<file path="config.mk">
export PLATFORM = sky130hd
export DESIGN_NAME = axis_flit_injector_flat
export DESIGN_NICKNAME = d
export VERILOG_FILES = /design/src/rtl/noc_pkg.sv /design/src/rtl/axis_flit_injector_if.sv /design/src/rtl/flit_skid_buffer.sv /design/src/rtl/axis_flit_injector.sv /design/src/flat_wrapper.sv
export SDC_FILE = /design/constraint.sdc
export NUM_CORES = 1
export LEC_CHECK = 0
export ABC_AREA = 1
export CORE_ASPECT_RATIO = 0.8
export CORE_MARGIN = 3
export CORE_UTILIZATION = 30
export CTS_CLUSTER_SIZE = 20
export DETAILED_ROUTE_END_ITERATION = 10
export SKIP_LAST_GASP = 1
export SLEW_MARGIN = 10
export SYNTH_ARGS = -nofsm -noshare
export SYNTH_HDL_FRONTEND = slang
export SYNTH_SLANG_ARGS = --single-unit
</file>
<file path="constraint.sdc">
create_clock -name clk_noc -period 5 [get_ports clk_noc]
set_input_delay 0.75 -clock clk_noc [delete_from_list [all_inputs] [get_ports clk_noc]]
set_output_delay 0.75 -clock clk_noc [all_outputs]
set_load 0.02 [all_outputs]
</file>
<file path="src/rtl/noc_pkg.sv">
// Shared NoC definitions: packet-tracking state used by the flit injector.
package noc_pkg;

  // Accept-side packet state: between packets, or inside a multi-beat packet.
  typedef enum logic [0:0] {
    IDLE   = 1'b0,
    IN_PKT = 1'b1
  } pkt_state_e;

endpackage

</file>
<file path="src/rtl/axis_flit_injector_if.sv">
// AXI-Stream beat bundle feeding the flit injector.
interface axis_flit_injector_if #(
  parameter int TDATA_WIDTH = 32,
  parameter int TDEST_WIDTH = 4,
  parameter int TID_WIDTH   = 2
);
  logic                   tvalid;
  logic                   tready;
  logic [TDATA_WIDTH-1:0] tdata;
  logic                   tlast;
  logic [TID_WIDTH-1:0]   tid;
  logic [TDEST_WIDTH-1:0] tdest;

  modport master (output tvalid, tdata, tlast, tid, tdest, input tready);
  modport slave  (input tvalid, tdata, tlast, tid, tdest, output tready);
endinterface

</file>
<file path="src/rtl/flit_skid_buffer.sv">
// Two-entry FIFO holding tagged flits between AXIS acceptance and the router.
module flit_skid_buffer #(
  parameter int WIDTH = 8
) (
  input  logic             clk_noc,
  input  logic             rst_n,
  input  logic             push,
  input  logic [WIDTH-1:0] push_data,
  input  logic             pop,
  output logic             head_valid,
  output logic [WIDTH-1:0] head_data,
  output logic [1:0]       count
);
  logic                  wr_ptr_q, wr_ptr_d;
  logic                  rd_ptr_q, rd_ptr_d;
  logic [1:0]            count_q, count_d;
  logic                  push_ok, pop_ok;
  logic [1:0][WIDTH-1:0] entry_q, entry_d;

  // Pointer and occupancy bookkeeping; push when full / pop when empty are ignored
  always_comb begin
    push_ok  = push && (count_q != 2'd2);
    pop_ok   = pop && (count_q != 2'd0);
    wr_ptr_d = wr_ptr_q ^ push_ok;
    rd_ptr_d = rd_ptr_q ^ pop_ok;
    count_d  = count_q + {1'b0, push_ok} - {1'b0, pop_ok};
  end

  // Each slot loads only when the write pointer selects it
  for (genvar gi = 0; gi < 2; gi++) begin : g_entry
    assign entry_d[gi] = (push_ok && (wr_ptr_q == 1'(gi))) ? push_data : entry_q[gi];
  end

  // Storage and pointer registers; reset empties the buffer
  always_ff @(posedge clk_noc or negedge rst_n) begin
    if (!rst_n) begin
      wr_ptr_q <= 1'b0;
      rd_ptr_q <= 1'b0;
      count_q  <= 2'd0;
      entry_q  <= '0;
    end else begin
      wr_ptr_q <= wr_ptr_d;
      rd_ptr_q <= rd_ptr_d;
      count_q  <= count_d;
      entry_q  <= entry_d;
    end
  end

  assign head_valid = (count_q != 2'd0);
  assign head_data  = entry_q[rd_ptr_q];
  assign count      = count_q;

endmodule

</file>
<file path="src/rtl/axis_flit_injector.sv">
// Converts AXI-Stream packets into credit-flow-controlled NoC flits.
// Beats are tagged with the packet destination, buffered in a 2-entry skid
// FIFO and issued one per cycle while the router has buffer credits.
module axis_flit_injector
  import noc_pkg::*;
#(
  parameter int   TDATA_WIDTH       = 32,
  parameter int   TDEST_WIDTH       = 4,
  parameter int   TID_WIDTH         = 2,
  parameter int   FLIT_BUFFER_DEPTH = 8,
  localparam int  DEST_WIDTH        = TDEST_WIDTH + TID_WIDTH,
  localparam int  CREDIT_WIDTH      = $clog2(FLIT_BUFFER_DEPTH + 1)
) (
  input  logic                    clk_noc,
  input  logic                    rst_n,
  axis_flit_injector_if.slave     axis_in,
  output logic [TDATA_WIDTH-1:0]  data_out,
  output logic [DEST_WIDTH-1:0]   dest_out,
  output logic                    is_tail_out,
  output logic                    send_out,
  input  logic                    credit_in,
  output logic [CREDIT_WIDTH-1:0] credit_count,
  output logic                    dest_err,
  output logic                    credit_err
);
  localparam int ENTRY_WIDTH = TDATA_WIDTH + DEST_WIDTH + 1;
  localparam logic [CREDIT_WIDTH-1:0] CREDIT_MAX = CREDIT_WIDTH'(FLIT_BUFFER_DEPTH);

  logic                    ready_q, ready_d;
  pkt_state_e              state_q, state_d;
  logic [DEST_WIDTH-1:0]   dest_lat_q, dest_lat_d;
  logic                    dest_err_q, dest_err_d;
  logic [CREDIT_WIDTH-1:0] credit_q, credit_d;
  logic                    credit_err_q, credit_err_d;
  logic                    send_q, send_d;
  logic [TDATA_WIDTH-1:0]  data_q, data_d;
  logic [DEST_WIDTH-1:0]   dest_q, dest_d;
  logic                    tail_q, tail_d;

  logic                    accept;
  logic [DEST_WIDTH-1:0]   beat_dest, tag_dest;
  logic [ENTRY_WIDTH-1:0]  in_entry, head_entry, send_entry;
  logic                    head_valid;
  logic [1:0]              fifo_count;
  logic                    fifo_push, fifo_pop, send;

  // tready depends only on registers; ready_q keeps it low until the first edge after reset
  assign axis_in.tready = ready_q && (fifo_count != 2'd2);
  assign accept         = axis_in.tvalid && axis_in.tready;
  assign beat_dest      = {axis_in.tid, axis_in.tdest};
  assign in_entry       = {axis_in.tdata, tag_dest, axis_in.tlast};
  assign ready_d        = 1'b1;

  // Packet tracking: first beat sets the destination, later beats inherit it
  always_comb begin
    state_d    = state_q;
    dest_lat_d = dest_lat_q;
    dest_err_d = dest_err_q;
    tag_dest   = beat_dest;
    if (accept) begin
      case (state_q)
        IDLE: begin
          if (!axis_in.tlast) begin
            state_d    = IN_PKT;
            dest_lat_d = beat_dest;
          end
        end
        IN_PKT: begin
          tag_dest = dest_lat_q;
          if (beat_dest != dest_lat_q) dest_err_d = 1'b1;
          if (axis_in.tlast) state_d = IDLE;
        end
        default: state_d = IDLE;
      endcase
    end
  end

  // Issue decision: an empty buffer lets an incoming beat bypass straight to the output
  always_comb begin
    send       = (credit_q != '0) && (head_valid || accept);
    fifo_pop   = send && head_valid;
    fifo_push  = accept && !(send && !head_valid);
    send_entry = head_valid ? head_entry : in_entry;
  end

  // Output flit register holds its last value between sends
  always_comb begin
    send_d = send;
    data_d = data_q;
    dest_d = dest_q;
    tail_d = tail_q;
    if (send) {data_d, dest_d, tail_d} = send_entry;
  end

  // Credit accounting with saturation at the router buffer depth
  always_comb begin
    credit_d     = credit_q;
    credit_err_d = credit_err_q;
    case ({send, credit_in})
      2'b10: credit_d = credit_q - CREDIT_WIDTH'(1);
      2'b01: begin
        if (credit_q >= CREDIT_MAX) credit_err_d = 1'b1;
        else                        credit_d     = credit_q + CREDIT_WIDTH'(1);
      end
      default: credit_d = credit_q;
    endcase
  end

  // State registers; reset drops any partial packet and restores full credit
  always_ff @(posedge clk_noc or negedge rst_n) begin
    if (!rst_n) begin
      ready_q      <= 1'b0;
      state_q      <= IDLE;
      dest_lat_q   <= '0;
      dest_err_q   <= 1'b0;
      credit_q     <= CREDIT_MAX;
      credit_err_q <= 1'b0;
      send_q       <= 1'b0;
      data_q       <= '0;
      dest_q       <= '0;
      tail_q       <= 1'b0;
    end else begin
      ready_q      <= ready_d;
      state_q      <= state_d;
      dest_lat_q   <= dest_lat_d;
      dest_err_q   <= dest_err_d;
      credit_q     <= credit_d;
      credit_err_q <= credit_err_d;
      send_q       <= send_d;
      data_q       <= data_d;
      dest_q       <= dest_d;
      tail_q       <= tail_d;
    end
  end

  flit_skid_buffer #(
    .WIDTH (ENTRY_WIDTH)
  ) u_skid (
    .clk_noc    (clk_noc),
    .rst_n      (rst_n),
    .push       (fifo_push),
    .push_data  (in_entry),
    .pop        (fifo_pop),
    .head_valid (head_valid),
    .head_data  (head_entry),
    .count      (fifo_count)
  );

  assign data_out     = data_q;
  assign dest_out     = dest_q;
  assign is_tail_out  = tail_q;
  assign send_out     = send_q;
  assign credit_count = credit_q;
  assign dest_err     = dest_err_q;
  assign credit_err   = credit_err_q;

endmodule
</file>
<file path="src/flat_wrapper.sv">
// flat-port wrapper written by rule: the top's interface ports become plain ports
module axis_flit_injector_flat import noc_pkg::*;
#(
  parameter int   TDATA_WIDTH       = 32,
  parameter int   TDEST_WIDTH       = 4,
  parameter int   TID_WIDTH         = 2,
  parameter int   FLIT_BUFFER_DEPTH = 8,
  localparam int  DEST_WIDTH        = TDEST_WIDTH + TID_WIDTH,
  localparam int  CREDIT_WIDTH      = $clog2(FLIT_BUFFER_DEPTH + 1)
)
  (clk_noc, rst_n, data_out, dest_out, is_tail_out, send_out, credit_in, credit_count, dest_err, credit_err, axis_in_tvalid, axis_in_tdata, axis_in_tlast, axis_in_tid, axis_in_tdest, axis_in_tready);
  axis_flit_injector_if #(.TDATA_WIDTH(TDATA_WIDTH), .TDEST_WIDTH(TDEST_WIDTH), .TID_WIDTH(TID_WIDTH)) axis_in_i ();
  input  logic clk_noc;
  input  logic rst_n;
  output logic [TDATA_WIDTH-1:0] data_out;
  output logic [DEST_WIDTH-1:0] dest_out;
  output logic is_tail_out;
  output logic send_out;
  input  logic credit_in;
  output logic [CREDIT_WIDTH-1:0] credit_count;
  output logic dest_err;
  output logic credit_err;
  input wire logic [$bits(axis_in_i.tvalid)-1:0] axis_in_tvalid;
  input wire logic [$bits(axis_in_i.tdata)-1:0] axis_in_tdata;
  input wire logic [$bits(axis_in_i.tlast)-1:0] axis_in_tlast;
  input wire logic [$bits(axis_in_i.tid)-1:0] axis_in_tid;
  input wire logic [$bits(axis_in_i.tdest)-1:0] axis_in_tdest;
  output wire logic [$bits(axis_in_i.tready)-1:0] axis_in_tready;
  assign axis_in_i.tvalid = axis_in_tvalid;
  assign axis_in_i.tdata = axis_in_tdata;
  assign axis_in_i.tlast = axis_in_tlast;
  assign axis_in_i.tid = axis_in_tid;
  assign axis_in_i.tdest = axis_in_tdest;
  assign axis_in_tready = axis_in_i.tready;
  axis_flit_injector #(.TDATA_WIDTH(TDATA_WIDTH), .TDEST_WIDTH(TDEST_WIDTH), .TID_WIDTH(TID_WIDTH), .FLIT_BUFFER_DEPTH(FLIT_BUFFER_DEPTH)) u_core (.clk_noc(clk_noc), .rst_n(rst_n), .axis_in(axis_in_i), .data_out(data_out), .dest_out(dest_out), .is_tail_out(is_tail_out), .send_out(send_out), .credit_in(credit_in), .credit_count(credit_count), .dest_err(dest_err), .credit_err(credit_err));
endmodule
</file>
==> flow_summary.json <==
{
  "multiInputGateArea_mm2": 0.00229,
  "ant_nets": 0,
  "crit_fanout": 66,
  "routed_via_density": 4.53,
  "nets": 805,
  "grt_pass1_wl_um": 24000,
  "arrival_ns": 3.27,
  "htree_levels": 4,
  "io_buffers": 89,
  "timing.final.crit_share": 0.597,
  "detail_route.wl_per_cell_um": 13.9,
  "routabilityCongestion": 0.730,
  "grt_pass1_vias": 4606,
  "final_layout_size_suffix_gt1_frac": 0.108,
  "cts_tree": "done",
  "cp-end-kind": "register",
  "ys_types": 33,
  "die_area_mm2": 0.0221,
  "leakagePower_nw": 3.57,
  "final_common_cell": "nand2_1",
  "route.detailed.drc": 0,
  "ys_seq_elements": 136,
  "power.density_mw_per_mm2": 737,
  "num_antenna_cells": 0,
  "final_cell_mix": "nand2_1 (220), dfrtp_1 (134), clkdlybuf4s50_1 (88), o21ai_0 (87), inv_1 (63)",
  "slowest_stage": "ha_2",
  "postRouteWirelength_um": 14300,
  "cts-hold-fix-buffers": 0,
  "grt_max_degree": 94,
  "clock-sinks": 136,
  "die_y_um": 134,
  "syn2layout_area_growth_pct": 29.6,
  "timing_hold_violations_final": 0,
  "numCtsBuffers": 17,
  "cts_setup_buffers": 0,
  "fill_cells": 1911,
  "outcome": "complete, no violations",
  "ys_warn_count": 0,
  "overflow": 0,
  "slew_headroom": 0.250,
  "avgSynthCellArea_um2": 8.98,
  "vias": 4650,
  "cts-resized-gates": 0,
  "fin_crit_ns": 2.99,
  "rsz0062_at_grt": "no",
  "finalSetupViolations": 0,
  "power.total_mw": 5.83,
  "insertion_delay_ns": 0.42,
  "maxCapViolCount": 0,
  "crit_type": "in -> reg",
  "synthesis.nets": 729,
  "timing.hold.ws_ns": 0.392,
  "core_mm2": 0.0195,
  "hold_class": "in -> async",
  "antenna_found_initial": 0,
  "die_w_um": 165,
  "max_freq_mhz": 335,
  "cp_cell_sequence": "clkdlybuf4s50_1, nand3_2, inv_1, o21ai_0, inv_1, ha_2, buf_4, o21ai_0",
  "critPathLaunchType": "primary input",
  "start_util": 0.313,
  "cp_data_required_time_ns": 5.29,
  "hpwlAfterDp_um": 8900,
  "grt_usage": 0.136,
  "final_util": 0.406,
  "fin_skew_ns": 0.00573,
  "yosysSeqAreaShare": 0.558,
  "clk_pin_slew_ns": 0.06,
  "clockBufferDepth": 2,
  "peakVddDrop_v": 0.000318,
  "root_buffer": "clkbuf_16",
  "rows": 45,
  "tns_ns": 0,
  "synthCells": 679,
  "seqCellArea_mm2": 0.00341,
  "first_iter_violations": 310,
  "first_pass_iters": 5,
  "slowest_delay_ns": 0.93,
  "syn_area_mm2": 0.00610,
  "ioPinCount": 90,
  "worst_slew_pin_slew_ns": 1.12,
  "drv_slew": 0
}
## sequential cells by signal (all words and copies together), names as in the netlist
| signal | cells |
|---|---|
| u_core.credit_count | 4 |
| u_core.credit_err | 1 |
| u_core.data_out | 32 |
| u_core.dest_err | 1 |
| u_core.dest_lat_q | 6 |
| u_core.dest_out | 6 |
| u_core.is_tail_out | 1 |
| u_core.ready_q | 1 |
| u_core.send_out | 1 |
| u_core.state_q | 1 |
| u_core.u_skid.count | 2 |
| u_core.u_skid.entry_q | 78 |
| u_core.u_skid.rd_ptr_q | 1 |
| u_core.u_skid.wr_ptr_q | 1 |
## routing by layer
metal  part of all wire  vias up  global-route usage
li1                   -     2328                   -
met1               0.50     2197               0.192
met2               0.43      107               0.203
met3              0.059       18              0.0364
met4              0.011        0              0.0457
met5                  0        -                   0
## cell type report
class	count	share of cell area
flip-flops and latches	136	0.431
inverters	64	0.0304
well taps	258	0.0408
repair buffers	94	0.118
multi-input cells	442	0.290
clock inverters	14	0.0348
clock buffers	18	0.0556
## Yosys cell counts
cell type | count | area (µm²)
nor2_4 | 1 | 11.3
ha_1 | 6 | 75.1
dfrtp_1 | 135 | 3380
fa_1 | 1 | 20.0
o21ai_1 | 5 | 25.0
conb_1 | 1 | 3.75
buf_1 | 1 | 3.75
o21ai_0 | 87 | 435
clkbuf_1 | 15 | 56.3
nand2_2 | 1 | 6.26
a22oi_1 | 13 | 97.6
buf_6 | 2 | 22.5
buf_2 | 18 | 90.1
nor3_1 | 1 | 5.00
nor2_1 | 15 | 56.3
xor2_1 | 6 | 52.6
dfstp_2 | 1 | 26.3
a21oi_1 | 3 | 15.0
nor2_2 | 2 | 12.5
xnor2_1 | 2 | 17.5
a31o_2 | 1 | 8.76
a31oi_1 | 6 | 37.5
nand3_2 | 1 | 10.0
inv_1 | 63 | 236
nand3_1 | 33 | 165
buf_4 | 1 | 7.51
a21boi_0 | 1 | 7.51
or2_2 | 1 | 6.26
nand3b_1 | 1 | 7.51
inv_2 | 1 | 3.75
nand2_1 | 220 | 826
mux2_2 | 32 | 360
nand4_1 | 2 | 12.5
## where the power goes
| part | internal, mW | switching, mW |
|---|---|---|
| Sequential | 1.67 | 0.296 |
| Combinational | 0.983 | 1.35 |
| Clock | 1.05 | 0.481 |
| Total | 3.70 | 2.12 |
## logic make-up (layout without fill, tap and decap cells)
group,Yosys count,count (layout),share of synthesized area
xor gates and xnor gates,8,8,0.0115
DFF,136,136,0.558
other,1,1,0.000615
muxes,32,32,0.0591
and+or+nand+nor,278,278,0.183
adders and majority gates,7,7,0.0156
AOI/OAI and AO/OA,116,116,0.103
buffers and inverters,101,190,0.0689
## critical path: cells and delay by family
kind            cells  cell delay (ns)
buf+inv             4             1.08
fa+ha+maj           1             0.93
simple gates        1             0.24
compound gates      2             0.24
## worst paths after layout
kind                                   startpoint                   endpoint  slack, ns  cells after the start
max                                axis_in_tvalid  u_core.u_skid.entry_q[27]       2.01                      8
min                                         rst_n     u_core.credit_count[1]       0.39                      1
max reg2reg                u_core.u_skid.count[0]  u_core.u_skid.entry_q[27]       2.37                      9
min reg2reg                       u_core.dest_err            u_core.dest_err       0.47                      2
max in group asynchronous                   rst_n  u_core.u_skid.entry_q[77]       3.53                      2
min in group clk_noc              u_core.dest_err            u_core.dest_err       0.47                      2
## metrics by stage
step                      instance area (µm²)  instances  setup slack (ns)
final                                    7910       1026              2.01
after global routing                     7910       1026              1.67
after CTS                                7910       1026              1.99
after detailed placement                 7190        994              1.54
after global placement                   7190        994              1.66
after floorplan                          6100        679              2.78
Power figures use the tool's default switching activity.
